### src/rtl/sync_fifo_stream_reader.sv
// Drain side of sync_fifo: issues FIFO reads against a 3-word credit and replays the words as a valid/ready stream.
// Optional define FIFO_RD_STATS_EN adds a free-running handshake counter (pop_count).
module sync_fifo_stream_reader #(
    parameter int DATA_WIDTH = 8,
    parameter int CNT_WIDTH  = 16
) (
    input  logic                  clk,
    input  logic                  reset,
    input  logic                  fifo_empty,
    output logic                  fifo_rd_en,
    input  logic [DATA_WIDTH-1:0] fifo_dout,
    input  logic                  flush,
    output logic                  m_valid,
    input  logic                  m_ready,
    output logic [DATA_WIDTH-1:0] m_data,
    output logic                  idle
`ifdef FIFO_RD_STATS_EN
    ,
    output logic [CNT_WIDTH-1:0]  pop_count
`endif
);

    localparam int DEPTH = 3;

    if (CNT_WIDTH < 1) begin : g_bad_cnt_width
        $error("CNT_WIDTH must be at least 1");
    end

    logic [DATA_WIDTH-1:0] buf_q [DEPTH];
    logic [DATA_WIDTH-1:0] buf_d [DEPTH];
    logic [1:0]            head_q, head_d;
    logic [1:0]            tail_q, tail_d;
    logic [1:0]            count_q, count_d;
    logic                  inflight_q, inflight_d;

    logic                  credit;
    logic                  push;
    logic                  pop;

    function automatic logic [1:0] ptr_inc(input logic [1:0] p);
        return (p == 2'd2) ? 2'd0 : p + 2'd1;
    endfunction

    // Credit counts words already buffered plus the one the FIFO is returning;
    // a same-cycle pop is deliberately ignored so m_ready never reaches fifo_rd_en.
    assign credit     = ({1'b0, count_q} + {2'b00, inflight_q}) < 3'd3;
    assign fifo_rd_en = !reset && !fifo_empty && !flush && credit;

    assign m_valid = (count_q != 2'd0);
    assign m_data  = buf_q[head_q];
    assign idle    = (count_q == 2'd0) && !inflight_q;

    assign pop  = m_valid && m_ready;
    assign push = inflight_q && !flush;

    always_comb begin
        buf_d      = buf_q;
        head_d     = head_q;
        tail_d     = tail_q;
        count_d    = count_q;
        inflight_d = fifo_rd_en;

        if (flush) begin
            // A handshake in the flush cycle has already been taken downstream;
            // everything else, including the word on fifo_dout, is dropped.
            head_d  = 2'd0;
            tail_d  = 2'd0;
            count_d = 2'd0;
        end else begin
            if (push) begin
                buf_d[tail_q] = fifo_dout;
                tail_d        = ptr_inc(tail_q);
            end
            if (pop) begin
                head_d = ptr_inc(head_q);
            end
            case ({push, pop})
                2'b10:   count_d = count_q + 2'd1;
                2'b01:   count_d = count_q - 2'd1;
                default: count_d = count_q;
            endcase
        end
    end

    always_ff @(posedge clk or posedge reset) begin
        if (reset) begin
            for (int i = 0; i < DEPTH; i++) begin
                buf_q[i] <= '0;
            end
            head_q     <= 2'd0;
            tail_q     <= 2'd0;
            count_q    <= 2'd0;
            inflight_q <= 1'b0;
        end else begin
            buf_q      <= buf_d;
            head_q     <= head_d;
            tail_q     <= tail_d;
            count_q    <= count_d;
            inflight_q <= inflight_d;
        end
    end

`ifdef FIFO_RD_STATS_EN
    logic [CNT_WIDTH-1:0] pop_count_q, pop_count_d;

    always_comb begin
        pop_count_d = pop_count_q + {{(CNT_WIDTH-1){1'b0}}, pop};
    end

    // Only reset clears the counter; flush leaves it running.
    always_ff @(posedge clk or posedge reset) begin
        if (reset) begin
            pop_count_q <= '0;
        end else begin
            pop_count_q <= pop_count_d;
        end
    end

    assign pop_count = pop_count_q;
`endif

endmodule

### config.mk
export PLATFORM = sky130hd
export DESIGN_NAME = sync_fifo_stream_reader
export DESIGN_NICKNAME = d
export VERILOG_FILES = /design/src/rtl/sync_fifo_stream_reader.sv
export SDC_FILE = /design/constraint.sdc
export NUM_CORES = 1
export LEC_CHECK = 0
export CAP_MARGIN = 20
export CORE_MARGIN = 2
export CORE_UTILIZATION = 45
export CTS_CLUSTER_SIZE = 14
export DETAILED_ROUTE_END_ITERATION = 12
export PLACE_DENSITY_LB_ADDON = 0.08
export SETUP_SLACK_MARGIN = 0.5
export SLEW_MARGIN = 20
export SYNTH_ARGS = -nofsm -noshare
export SYNTH_HDL_FRONTEND = slang
export SYNTH_SLANG_ARGS = --single-unit
### constraint.sdc
create_clock -name clk -period 2.8 [get_ports clk]
set_input_delay 0.56 -clock clk [delete_from_list [all_inputs] [get_ports clk]]
set_output_delay 0.56 -clock clk [all_outputs]
set_load 0.02 [all_outputs]
==> results.yml <==
critical_path:
  crit_fanout: 6
  critPathTopFamily: "flip-flops"
  critical_path_class: "register to output port"
  cp.buffers_inverters: 1
  required_ns: 2.24
  crit_path_max_incr_delay_ns: 0.46
  startpoint_type: "register"
  cpMaxStageDelayCell: "dfrtp_2"
  path_cells: "ha_4 -> ha_2 -> or4_4 -> a21oi_4 -> buf_6"
  arrival_ns: 1.81
  crit_path_end_kind: "output port"
route:
  routed_via_density: 5.15
  drt_iter0_drc: 34
  drt_pass1_iterations: 4
  detail-route-antenna-nets: 0
  routed_wl_um: 2850
  wl_per_cell_um: 14.0
  vias: 1046
  drc: 0
yosys:
  netlist_area_um2: 1470
  synth_top_cell_area_share_pct: 52.7
  syn_area_per_cell_um2: 12.3
  synth_nets: 135
  ys_seq_elements: 31
  yosysSeqAreaShare_pct: 52.7
  synth_area_leaders: "dfrtp_1, mux2_2, mux2i_1, o21ai_0, nand2_1"
  syn_inst: 120
  ys_warn_count: 0
  synthDistinctLibCells: 26
  synth_top_cell_by_area: "dfrtp_1"
sta:
  finalCriticalPeriod_ns: 2.37
  setup_viol: 0
  fin_ws_ns: 0.431
  fin_skew_ns: 0.0107
  rsz0062_at_grt: "true"
  slew_viol_final: 0
  fin_crit_sh_pct: 84.6
  timing.slew.headroom_pct: 72.7
  timing.fmax_ghz: 0.422
  fin_tns_setup_ns: 0
  worst_slew_pin_slew_ns: 0.405
  hold_violations: 0
clock_tree:
  clkTransAtPathRegs_ns: 0.09
  insertion_delay_ns: 0.34
  cts_max_level: 2
  cts_tree: "yes"
  cts_sinks: 31
  cts_root_buf: "clkbuf_4"
  cts-buffers-inserted: 5
  clockBufferDepth: 2
  hold_buffers: 0
die:
  die-area_um2: 3750
  io_pins: 24
  core_um2: 3080
  die-width_um: 61.2
  rows: 20
  start_util_pct: 47.8
  die_y_um: 61.2
run_status:
  outcome: "completed"
power_and_ir_drop:
  p_clk_share_pct: 24.9
  peakVddDrop_uv: 327
  p_comb_share_pct: 22.0
  p_sw_mw: 0.287
  seqPwrFrac_pct: 53.1
  p_sw_share_pct: 28.7
  power_leakage_nw: 0.816
  internal_power_mw: 0.715
  power_density_nw_per_um2: 526
finish:
  layout.nets: 173
  fillers: 276
  area_growth_pct: 29.4
  drive_above_1_share_pct: 34.0
  num_antenna_cells: 0
global_routing:
  overflow: 0
  grt_pass1_vias: 1062
  track_usage_pct: 18.2
  antenna_found_initial: 0
  grt_start_max_net_pins: 32
  grt_pass1_wl_um: 4820
min_path:
  hold_path.class: "register to register"
flow_run:
  maxCapViolations: 0
placed_design:
  post-place-ws_ns: -0.0620
  hpwlAfterDp_um: 1990
  globalplace.congestion: 0.713
  io_buffers: 23
-- cell usage in the layout (no fill, tap or decap), drive strengths merged, types with 2 or more instances in the layout --
cell | synthesis | layout
dfrtp | 31 | 31
mux2 | 25 | 25
clkdlybuf4s50 | 0 | 13
buf | 3 | 13
nand2 | 12 | 12
o21ai | 10 | 10
mux2i | 8 | 8
dlygate4sd2 | 0 | 7
clkbuf | 1 | 7
a21oi | 5 | 5
inv | 4 | 4
nor2 | 3 | 3
nor3 | 3 | 3
nor2b | 2 | 2
nor3b | 2 | 2
clkdlybuf4s15 | 0 | 2
ha | 2 | 2
-- state kept, by name (all words and copies together), names as in the netlist --
name and flops:
count_q 2, head_q 2, buf_q 24, tail_q 2, inflight_q 1
-- synthesized netlist by cell type --
cell       number
mux2i_1         8
nand2_1        12
nor3_2          1
o22ai_1         1
a21oi_1         5
nor3b_1         2
nor2b_1         2
dfrtp_1        31
ha_1            2
inv_1           3
clkbuf_1        1
or2_2           1
or3_1           1
mux2_2         22
buf_2           3
nor4b_4         1
nor3_1          2
inv_2           1
or3b_2          1
a2111oi_0       1
nor4_4          1
o21ai_0        10
nor2_1          3
and3b_1         1
or4_1           1
mux2_1          3
-- cells by family after synthesis --
kind of cell    share of synthesized area, %
mux                                     24.6
flops                                   52.7
simple gates                            12.7
compound gates                          6.12
buf+inv                                 2.29
fa+ha+maj                               1.70
-- layout make-up --
cell class | count | area, um2 | area share (%)
Clock buffer | 7 | 45.0 | 2.36
Clock inverter | 1 | 5.00 | 0.263
Inverter | 4 | 15.0 | 0.788
Multi-Input combinational cell | 81 | 693 | 36.4
Sequential cell | 31 | 779 | 40.9
Tap cell | 44 | 55.1 | 2.89
Timing Repair Buffer | 35 | 313 | 16.4
-- what timing repair did --
action	CTS	global route
buffers inserted	1	1
endpoints found under the setup margin	10	3
pin swaps	0	1
resized for setup	15	11
-- through the flow --
step / util, % / cell area [um2] / hold WS, ns / instances / power [mW]
after floorplan: - / 1470 / 0.458 / 120 / 0.673
after global placement: 58.9 / 1810 / 0.469 / 193 / 0.774
after detailed placement: 58.9 / 1810 / 0.481 / 193 / 0.781
after CTS: 60.4 / 1860 / 0.504 / 202 / 1.01
after global routing: 61.9 / 1910 / 0.531 / 203 / 1.07
final: 61.9 / 1910 / 0.498 / 203 / 1.00
-- power groups by stage --
stage / clock network (mW) / registers, mW / logic [mW]
floorplan: 0 / 0.532 / 0.141
global placement: 0 / 0.538 / 0.235
detailed placement: 0 / 0.541 / 0.240
CTS: 0.259 / 0.532 / 0.217
global route: 0.285 / 0.540 / 0.243
finish: 0.249 / 0.532 / 0.221
-- layer usage --
metal,vias to the layer above,wire (um),share of wire [%],track usage [%]
met3,9,150,5.3,6.51
met2,24,1350,48,28.3
li1,506,-,-,-
met5,-,0,0,0
met4,0,66,2.3,8.39
met1,507,1280,45,22.7
-- path summary, 6_finish.rpt --
check / to / slack [ns] / startpoint / cells after the start
worst max-delay path: fifo_rd_en / 0.43 / count_q[0] / 5
worst min-delay path: buf_q[7] / 0.50 / buf_q[7] / 1
worst max register to register: buf_q[5] / 1.11 / inflight_q / 5
worst min register to register: buf_q[7] / 0.50 / buf_q[7] / 1
max in group asynchronous: head_q[1] / 1.87 / reset / 3
min in group asynchronous: count_q[1] / 0.62 / reset / 3
-- worst reg2reg max path: cells and delay by family (launching register included) --
kind / cells / cell delay [ns]
multiplexers: 1 / 0.33
flip-flops: 1 / 0.40
AND/OR/NAND/NOR: 1 / 0.37
buffers and inverters: 3 / 0.49
(Power assumes the default switching activity.)
